==> src/rtl/sram_req_bridge.sv <==
// sram_req_bridge
// Valid/ready front end for a single-port, 1-cycle-latency tagged SRAM.
// Requests go straight to the SRAM in the cycle they are accepted. Read data
// comes back one cycle later and is parked in a small response FIFO. A credit
// counter covers the in-flight slot plus FIFO occupancy, so a returning
// response always has room and downstream backpressure never drops data.
// Optional feature macro: SRAM_BRIDGE_WRITE_RSP_EN
//   defined   -> every write also returns a response (rsp_we_o=1, zero data)
//   undefined -> writes are fire-and-forget and take no credit
module sram_req_bridge #(
   parameter int DATA_WIDTH = 64,
   parameter int USER_WIDTH = 1,
   parameter int NUM_WORDS  = 1024,
   parameter int RSP_DEPTH  = 3,
   localparam int ADDR_W    = $clog2(NUM_WORDS),
   localparam int BE_W      = (DATA_WIDTH + 7) / 8
) (
   input  logic                  clk_i,
   input  logic                  rst_i,
   input  logic                  req_valid_i,
   output logic                  req_ready_o,
   input  logic                  req_we_i,
   input  logic [ADDR_W-1:0]     req_addr_i,
   input  logic [DATA_WIDTH-1:0] req_wdata_i,
   input  logic [USER_WIDTH-1:0] req_wuser_i,
   input  logic [BE_W-1:0]       req_be_i,
   output logic                  rsp_valid_o,
   input  logic                  rsp_ready_i,
   output logic                  rsp_we_o,
   output logic [DATA_WIDTH-1:0] rsp_rdata_o,
   output logic [USER_WIDTH-1:0] rsp_ruser_o,
   output logic                  sram_req_o,
   output logic                  sram_we_o,
   output logic [ADDR_W-1:0]     sram_addr_o,
   output logic [DATA_WIDTH-1:0] sram_wdata_o,
   output logic [USER_WIDTH-1:0] sram_wuser_o,
   output logic [BE_W-1:0]       sram_be_o,
   input  logic [DATA_WIDTH-1:0] sram_rdata_i,
   input  logic [USER_WIDTH-1:0] sram_ruser_i
);

   localparam int CNT_W = $clog2(RSP_DEPTH + 1);
   localparam int PTR_W = (RSP_DEPTH > 1) ? $clog2(RSP_DEPTH) : 1;
   localparam logic [CNT_W-1:0] DEPTH_C    = CNT_W'(RSP_DEPTH);
   localparam logic [PTR_W-1:0] LAST_PTR_C = PTR_W'(RSP_DEPTH - 1);

   logic                  infl_q, infl_we_q;
   logic [CNT_W-1:0]      cnt_q, cnt_d;
   logic [CNT_W-1:0]      occ_q, occ_d;
   logic [PTR_W-1:0]      wrPtr_q, wrPtr_d;
   logic [PTR_W-1:0]      rdPtr_q, rdPtr_d;
   logic [DATA_WIDTH-1:0] dataMem_q [RSP_DEPTH];
   logic [USER_WIDTH-1:0] userMem_q [RSP_DEPTH];
`ifdef SRAM_BRIDGE_WRITE_RSP_EN
   logic                  weMem_q [RSP_DEPTH];
`endif

   logic                  reqReady, acc, needsRsp, push, pop, empty, full;
   logic [DATA_WIDTH-1:0] pushData;
   logic [USER_WIDTH-1:0] pushUser;

   function automatic logic [PTR_W-1:0] nextPtr(input logic [PTR_W-1:0] p);
      return (p == LAST_PTR_C) ? '0 : p + PTR_W'(1);
   endfunction

   // Ready depends only on registered credit, never on rsp_ready_i.
   assign reqReady    = !rst_i && (cnt_q < DEPTH_C);
   assign req_ready_o = reqReady;
   assign acc         = req_valid_i && reqReady;

`ifdef SRAM_BRIDGE_WRITE_RSP_EN
   assign needsRsp = 1'b1;
`else
   assign needsRsp = !req_we_i;
`endif

   assign sram_req_o   = acc;
   assign sram_we_o    = req_we_i;
   assign sram_addr_o  = req_addr_i;
   assign sram_wdata_o = req_wdata_i;
   assign sram_wuser_o = req_wuser_i;
   assign sram_be_o    = req_be_i;

   // The SRAM answers the cycle after the request, so the in-flight flag is the push strobe.
   assign push     = infl_q;
   assign pushData = infl_we_q ? '0 : sram_rdata_i;
   assign pushUser = infl_we_q ? '0 : sram_ruser_i;

   assign empty       = (occ_q == '0);
   assign full        = (occ_q == DEPTH_C);
   assign rsp_valid_o = !rst_i && !empty;
   assign pop         = rsp_valid_o && rsp_ready_i;
   assign rsp_rdata_o = dataMem_q[rdPtr_q];
   assign rsp_ruser_o = userMem_q[rdPtr_q];
`ifdef SRAM_BRIDGE_WRITE_RSP_EN
   assign rsp_we_o    = weMem_q[rdPtr_q];
`else
   assign rsp_we_o    = 1'b0;
`endif

   // Next-state for credit counter, FIFO occupancy and the modulo-depth pointers.
   always_comb begin
      cnt_d   = cnt_q;
      occ_d   = occ_q;
      wrPtr_d = wrPtr_q;
      rdPtr_d = rdPtr_q;
      if (acc && needsRsp) begin
         cnt_d = cnt_d + CNT_W'(1);
      end
      if (pop) begin
         cnt_d   = cnt_d - CNT_W'(1);
         occ_d   = occ_d - CNT_W'(1);
         rdPtr_d = nextPtr(rdPtr_q);
      end
      if (push) begin
         occ_d   = occ_d + CNT_W'(1);
         wrPtr_d = nextPtr(wrPtr_q);
      end
   end

   // Control state; reset drops anything in flight or buffered.
   always_ff @(posedge clk_i) begin
      if (rst_i) begin
         infl_q    <= 1'b0;
         infl_we_q <= 1'b0;
         cnt_q     <= '0;
         occ_q     <= '0;
         wrPtr_q   <= '0;
         rdPtr_q   <= '0;
      end else begin
         infl_q    <= acc && needsRsp;
         infl_we_q <= req_we_i;
         cnt_q     <= cnt_d;
         occ_q     <= occ_d;
         wrPtr_q   <= wrPtr_d;
         rdPtr_q   <= rdPtr_d;
      end
   end

   // Response storage; contents need no reset because occupancy gates visibility.
   always_ff @(posedge clk_i) begin
      if (push) begin
         dataMem_q[wrPtr_q] <= pushData;
         userMem_q[wrPtr_q] <= pushUser;
`ifdef SRAM_BRIDGE_WRITE_RSP_EN
         weMem_q[wrPtr_q]   <= infl_we_q;
`endif
      end
   end

`ifndef SYNTHESIS
   noPushWhenFull:  assert property (@(posedge clk_i) disable iff (rst_i) !(push && full));
   noPopWhenEmpty:  assert property (@(posedge clk_i) disable iff (rst_i) !(pop && empty));
   creditInRange:   assert property (@(posedge clk_i) disable iff (rst_i) cnt_q <= DEPTH_C);
`endif

endmodule

==> config.mk <==
export PLATFORM = sky130hd
export DESIGN_NAME = sram_req_bridge
export DESIGN_NICKNAME = d
export VERILOG_FILES = /design/src/rtl/sram_req_bridge.sv
export SDC_FILE = /design/constraint.sdc
export NUM_CORES = 1
export LEC_CHECK = 0
export CORE_MARGIN = 2
export CORE_UTILIZATION = 45
export DETAILED_ROUTE_END_ITERATION = 8
export GPL_ROUTABILITY_DRIVEN = 1
export HOLD_SLACK_MARGIN = 0.05
export PLACE_DENSITY = 0.82
export SLEW_MARGIN = 20
export SYNTH_ARGS = -nofsm -noshare
export SYNTH_HDL_FRONTEND = slang
export SYNTH_SLANG_ARGS = --single-unit
export TNS_END_PERCENT = 30
==> constraint.sdc <==
create_clock -name clk_i -period 7.7 [get_ports clk_i]
set_clock_uncertainty 0.2 [all_clocks]
set_input_delay 1.925 -clock clk_i [delete_from_list [all_inputs] [get_ports clk_i]]
set_output_delay 1.925 -clock clk_i [all_outputs]
set_load 0.01 [all_outputs]
* After elaboration in Yosys (flattened, before gate mapping)
Memories as Yosys holds them, arrays and structs flattened. A register that Yosys moved wholly into a read port is not among the register bits.
Index checks and enable logic that the tools add are counted.
** Operators by class
- Mux-type cells :: 14
- Reduce and logical (&&, ||, !) cells :: 9
- Eq/ne operators :: 2
- Magnitude comparators :: 1
- $add $sub $neg :: 6
** Operator list (number)
- two-way mux 64 bit :: 1
- two-way mux 2 bit :: 10
- adder 2 x 1 -> 2 bit, second input constant :: 4
- logical AND 1 bit :: 5
- == test 2 bit, second input constant :: 2
- subtractor 2 x 1 -> 2 bit, second input constant :: 2
- logical NOT 1 bit :: 3
- two-way mux 1 bit :: 3
- logical NOT 2 bit :: 1
- less-than comparator 2 bit, second input constant :: 1
** Storage, ports and cells
- Register bits after elaboration :: 10
- Memories kept :: 2
- Output and inout bits :: 153
- Bits in writable memories :: 195
** Memory list
- dataMem_q :: words 3, bits a word 64, rd ports 1, clocked after memory_dff 1, write ports 1, RTL line 52 : logic [DATA_WIDTH-1:0] dataMem_q [RSP_DEPTH];
- userMem_q :: words 3, bits a word 1, rd ports 1, clocked after memory_dff 1, write ports 1, RTL line 53 : logic [USER_WIDTH-1:0] userMem_q [RSP_DEPTH];

* Logic depth before layout (Yosys ltp)
Gate-level depths: netlist (run 1).
- Depth after elaboration :: 7
- Gate-level depth with buffers :: 7

* Least setup slack after synthesis (run 1)
Ideal clock, no wire load.
- Path kind :: register -> register
- Start :: register infl_q
- End :: memory dataMem_q[1][0], enable pin
- Slack :: 1.638 ns
- Cell stages (with the launch flop) :: 3
- Data required time :: 6.916 ns
- Arrival :: 5.278 ns
- Clock period less this slack :: 6.062 ns
- Cell sequence :: dfxtp_1 -> inv_1 -> nor3b_1
** Between the ends
- Word-level cells in the longest chain between the ends :: 2
** Ends and longest elaborated chain
- start: declaration :: RTL line 47 : logic infl_q, infl_we_q;
- start signal: assignment :: RTL line 131 : infl_q <= acc && needsRsp;
- two-way mux 1 bit :: RTL line 142 : if (push) begin
- two-way mux 1 bit (not written as such) :: RTL line 143 : dataMem_q[wrPtr_q] <= pushData;
- end: declaration :: RTL line 52
No other way between the ends.

* Final worst setup path (run 1)
- Start :: input port rst_i
- End :: output port sram_req_o
** Between the ends
- Word-level cells in the longest chain between the ends :: 3
** Ends and longest elaborated chain
- start: declaration :: RTL line 19 : input logic rst_i,
- logical NOT 1 bit :: RTL line 67 : assign reqReady = !rst_i && (cnt_q < DEPTH_C);
- logical AND 1 bit :: RTL line 67
- logical AND 1 bit :: RTL line 69 : assign acc = req_valid_i && reqReady;
- end: declaration :: RTL line 32 : output logic sram_req_o,
No other way between the ends.

==> results of run 1 <==
[cells by family after synthesis]
kind of cell,Yosys count
xor gates and xnor gates,4
DFF,207
muxes,67
and+or+nand+nor,154
AOI/OAI and AO/OA,74
buffers and inverters,120
adders and majority gates,2
other,1
[registers in the layout, indices dropped and copies added (netlist names), named ones only]
name	flops
dataMem_q	192
rdPtr_q	2
infl_we_q	1
userMem_q	3
infl_q	1
occ_q	2
wrPtr_q	2
cnt_q	2
[per-stage QoR]
step,instances,area (µm²),power (mW)
3_3_place_gp,924,9810,1.55
3_5_place_dp,924,9810,1.55
4_1_cts,961,10500,2.48
6_report,963,10500,2.45
2_1_floorplan,629,8780,1.46
5_1_grt,962,10500,2.55
[per-layer routing]
| layer | vias up | global-route usage (%) |
|---|---|---|
| met5 | - | 1.25 |
| met4 | 2 | 7.07 |
| met3 | 58 | 5.66 |
| met2 | 185 | 28.9 |
| met1 | 2274 | 18.8 |
| li1 | 2263 | - |
[worst min path at each step]
stage,to,slack (ps),depth (start not counted)
after floorplan,register,270,1
after global placement,register,280,1
after detailed placement,register,280,1
after CTS,rdPtr_q[1],310,1
after global routing,rdPtr_q[1],330,1
final,rdPtr_q[1],310,1
[Yosys cell counts]
| cell type | number | share of area, % |
|---|---|---|
| edfxtp_1 | 195 | 67 |
| buf_4 | 85 | 7.3 |
| nand2_1 | 67 | 2.9 |
| mux2i_1 | 66 | 7.5 |
| nor2b_1 | 66 | 4.7 |
| o21ai_0 | 65 | 3.7 |
| clkbuf_1 | 23 | 0.98 |
| dfxtp_1 | 12 | 2.7 |
| nor2_1 | 11 | 0.47 |
| buf_2 | 8 | 0.46 |
| a21oi_1 | 4 | 0.23 |
| inv_1 | 4 | 0.17 |
| nor3_1 | 4 | 0.23 |
| xnor2_1 | 4 | 0.40 |
| a211oi_1 | 2 | 0.17 |
| ha_1 | 2 | 0.29 |
| a2111oi_1 | 1 | 0.11 |
| a22o_1 | 1 | 0.10 |
| and2_1 | 1 | 0.071 |
| conb_1 | 1 | 0.043 |
| mux2_2 | 1 | 0.13 |
| nand2b_1 | 1 | 0.071 |
| nor3b_1 | 1 | 0.086 |
| nor3b_2 | 1 | 0.14 |
| o32ai_1 | 1 | 0.10 |
| or3b_1 | 1 | 0.10 |
| or4b_1 | 1 | 0.11 |
[cell type report]
type                       instances  area (µm²)  share of cell area (%)
multi-input combinational        302        1920                    18.3
sequential                       207        6100                    58.2
clock buffer                      30         602                    5.74
clock inverter                     7        37.5                   0.358
tap                              265         332                    3.16
inverter                           4        15.0                   0.143
antenna                            1        2.50                  0.0239
timing repair buffer             147        1470                    14.0
[critical path: stages]
cell and delay (ps):
clkdlybuf4s50_1 630, nor2_1 210, and2_1 140, clkdlybuf4s50_1 530
[report_power, final]
group,internal (mW),total [mW],switching [mW]
logic,0.140,0.248,0.108
clock network,0.544,0.925,0.380
registers,1.26,1.28,0.0214
total,1.94,2.45,0.510
==> flow_metrics.py, run 1 <==
metrics = {
    "status": {
        "status": "finished clean",
    },
    "timing": {
        "drv_slew": 0,
        "max_freq_mhz": 180,
        "holdWs_ps": 309,
        "hold_viol": 0,
        "final.setup.worst_slack_ps": 2140,
        "rsz0062_at_grt": "false",
        "timing.final.crit_share_pct": 72.2,
        "period_minus_slack_ps": 5560,
        "tightestPinTransition_ps": 745,
        "relSlewSlack_pct": 50.3,
        "tns_ps": 0,
        "finalSetupViolCount": 0,
    },
    "synth": {
        "mappedNetlistArea_mm2": 0.00878,
        "muxShareOfSynthArea_pct": 7.66,
        "synth_top_family_by_area": "buffers and inverters",
        "synth.distinct_cells": 27,
        "avgSynthCellArea_um2": 14.0,
        "synth_nets": 784,
        "synthSimpleGateAreaFrac_pct": 8.85,
        "post_synth_fa_ha_maj_area_fraction_pct": 0.285,
        "synthCells": 629,
        "yosysWarnings": 0,
        "ys_seq_elements": 207,
        "ys_seq_area_share_pct": 69.5,
        "synth_compound_area_share_pct": 4.42,
        "synthXorXnorAreaFrac_pct": 0.399,
    },
    "worst_setup_path": {
        "rr_startpoint": "infl_q",
        "worst-r2r-cell-count": 3,
        "required_ps": 5580,
        "rrSetupSlack_ps": 5670,
        "r2r-end": "dataMem_q[2][44]",
        "cp_max_fo": 14,
        "start_kind": "input pin",
        "endpoint_kind": "primary output",
        "path_class": "in -> out",
        "startpoint": "rst_i",
        "arrival_ps": 3430,
        "critPathCapture": "sram_req_o",
    },
    "floorplan": {
        "die_w_um": 144,
        "core-area_mm2": 0.0193,
        "io_pins": 306,
        "fp.dieArea_mm2": 0.0206,
        "start_util_pct": 45.5,
        "rows": 51,
        "die_h_um": 144,
    },
    "cells_and_area": {
        "fin_util_pct": 54.4,
        "fill_cells": 1596,
        "syn_to_final_growth_pct": 19.4,
        "drive_gt1_share_pct": 6.31,
        "layout.nets": 839,
        "layout_common_cells": "edfxtp_1 (195), clkdlybuf4s50_1 (138), nand2_1 (67), mux2i_1 (66), nor2b_1 (66)",
        "layout_commonest_cell": "edfxtp_1",
    },
    "global_routing": {
        "grt_pass1_wl_mm": 26.1,
        "grt_overflow_total": 0,
        "grt_pass1_vias": 4681,
        "antenna_found_initial": 0,
        "grt_max_degree": 69,
        "grtUsageTotal_pct": 16.7,
    },
    "clock_tree": {
        "clk_latency_ps": 480,
        "cts_resized": 0,
        "cts-buffers-inserted": 22,
        "path_clk_slew_ps": 50,
        "clk_root_buffer_cell": "clkbuf_16",
        "cts_sinks": 207,
        "cts_tree": "yes",
        "htreeDepth": 1,
        "clock_path_buffers": 3,
        "cts_hold_buf": 0,
        "cts_setup_buffers": 0,
    },
    "power": {
        "leakagePower_nw": 3.32,
        "peakVddDrop_v": 0.000204,
        "power_density_mw_per_mm2": 234,
    },
    "detailed_routing": {
        "wl_met3_mm": 1.75,
        "post_drt_wl_per_cell_um": 18.6,
        "met1_length_mm": 6.37,
        "highest_layer": "met5",
        "wl_mm": 17.9,
        "first_iter_violations": 233,
        "drc": 0,
        "detail_route.vias_per_cell": 4.97,
        "wl_met2_mm": 9.18,
        "ant_nets": 0,
        "dr.pass1.iters": 4,
        "vias": 4782,
    },
    "placed_design": {
        "gp_congestion": 0.735,
        "dp_hpwl_mm": 11.8,
        "pre_cts_ws_ps": 2150,
        "io_buffers": 138,
    },
    "hold_path": {
        "hp-class": "reg -> reg",
        "min-delay-start": "rdPtr_q[1]",
    },
    "job": {
        "cap_viol_max_count": 0,
    },
}
(Power assumes the default switching activity.)
==> run 2, diff against run 1 <==
Clock period 7.7 ns to 5.47 ns, I/O delays scaled along.
==> run 2 against run 1 <==
Sequential power is 41% higher. Clock-buffer cell count is 1 higher. Routed wire length is 4.8% higher. Final area is 0.73% higher. Combinational power is 41% higher. Final cell count stayed put. Critical path depth stayed put. Worst hold slack worse by 13 ps. Largest power group unchanged. Highest routed layer unchanged.
==> flow_metrics.py, run 2 (synthesis results as in run 1) <==
metrics = {
    "detailed_routing": {
        "first_iter_violations": 215,
        "dr.pass1.iters": 4,
        "drc": 0,
        "post_drt_wl_per_cell_um": 19.5,
        "detail_route.vias_per_cell": 4.98,
        "ant_nets": 0,
        "wl_mm": 18.8,
        "vias": 4792,
    },
    "clock_tree": {
        "cts_sinks": 207,
        "htreeDepth": 1,
        "cts_hold_buf": 0,
        "cts_resized": 0,
        "path_clk_slew_ps": 60,
        "cts-buffers-inserted": 22,
        "clock_path_buffers": 3,
        "clk_latency_ps": 480,
        "cts_setup_buffers": 0,
        "clk_root_buffer_cell": "clkbuf_16",
        "cts_tree": "yes",
    },
    "placed_design": {
        "dp_hpwl_mm": 12.4,
        "io_buffers": 138,
        "gp_congestion": 0.761,
        "dp.cells": 923,
    },
    "cells_and_area": {
        "largest_reg_flops": 192,
        "layout_commonest_cell": "edfxtp_1",
        "layout.nets": 837,
        "antenna_cells": 0,
        "layout_common_cells": "edfxtp_1 (195), clkdlybuf4s50_1 (138), nand2_1 (67), mux2i_1 (66), nor2b_1 (66)",
        "fin_cells": 963,
        "reg_top3": "dataMem_q: 192 flops, userMem_q: 3 flops",
        "syn_to_final_growth_pct": 20.3,
        "drive_gt1_share_pct": 6.73,
        "top_register": "dataMem_q",
    },
    "timing": {
        "timing.final.crit_share_pct": 82.4,
        "rsz0062_at_grt": "false",
        "relSlewSlack_pct": 30.9,
        "finalSetupViolCount": 0,
        "max_freq_mhz": 222,
        "tightestPinTransition_ps": 1030,
        "drv_slew": 0,
        "period_minus_slack_ps": 4510,
        "hold_viol": 0,
    },
    "worst_setup_path": {
        "critPathCapture": "sram_req_o",
        "r2r-end": "dataMem_q[0][2]",
        "startpoint": "rst_i",
        "rrSetupSlack_ps": 2630,
        "rr_startpoint": "infl_q",
        "endpoint_kind": "primary output",
        "start_kind": "input pin",
        "required_ps": 3900,
        "arrival_ps": 2940,
        "worst-r2r-cell-count": 3,
        "path_class": "in -> out",
        "cp_max_fo": 14,
    },
    "floorplan": {
        "fp.dieArea_mm2": 0.0206,
        "start_util_pct": 45.5,
        "core-area_mm2": 0.0193,
        "io_pins": 306,
        "rows": 51,
        "die_w_um": 144,
        "die_h_um": 144,
    },
    "global_routing": {
        "grt_max_degree": 80,
        "grt_overflow_total": 0,
        "grt_pass1_wl_mm": 26.9,
        "grt_pass1_vias": 4701,
        "antenna_found_initial": 1,
        "grtUsageTotal_pct": 17.4,
    },
    "job": {
        "cap_viol_max_count": 0,
    },
    "status": {
        "status": "finished clean",
    },
    "power": {
        "peakVddDrop_v": 0.000194,
        "power_mw": 3.61,
        "leakagePower_nw": 3.35,
        "power_density_mw_per_mm2": 342,
    },
    "hold_path": {
        "hp-class": "reg -> reg",
    },
}
[run 2: cell type report]
type | instances | area (µm²)
fillers | 1563 | 8710
well taps | 265 | 332
clock inverters | 9 | 109
repair buffers | 145 | 1450
flip-flops and latches | 207 | 6100
clock buffers | 31 | 626
multi-input cells | 302 | 1920
inverters | 4 | 15.0
[run 2: stage by stage]
step	setup WS (ps)	setup TNS [ps]	utilization [%]	instance area, µm²	hold slack, ps
floorplan	-301	-19580	-	8780	267
global route	827	0	54.8	10600	324
global placement	1020	0	51.0	9820	275
CTS	974	0	54.8	10600	295
finish	965	0	54.8	10600	296
detailed placement	990	0	51.0	9820	287
[run 2: power by group]
part | total [mW] | internal [mW] | switching, mW | leakage, nW
combinational | 0.350 | 0.199 | 0.151 | 1.11
sequential | 1.80 | 1.77 | 0.0329 | 1.88
clock | 1.46 | 0.896 | 0.567 | 0.351
[run 2: how the worst min path moves through the flow]
stage               cells after the start  slack, ps        from  endpoint
finish                                  1        300  rdPtr_q[0]  register
floorplan                               1        270  rdPtr_q[1]  register
global placement                        1        270  rdPtr_q[0]  register
detailed placement                      1        290  rdPtr_q[0]  register
CTS                                     1        290  rdPtr_q[0]  register
global route                            1        320  rdPtr_q[1]  register
[run 2: critical path: stages]
cell	delay, ps
clkdlybuf4s50_1	630
nor2_1	250
and2_1	160
clkdlybuf4s50_1	530
[run 2: per-layer routing]
layer	track usage, %	share of wire (%)	up-vias
li1	-	-	2257
met1	18.8	35	2269
met2	30.9	52	205
met3	6.60	9.8	57
met4	6.60	3.2	4
met5	1.00	0.26	-
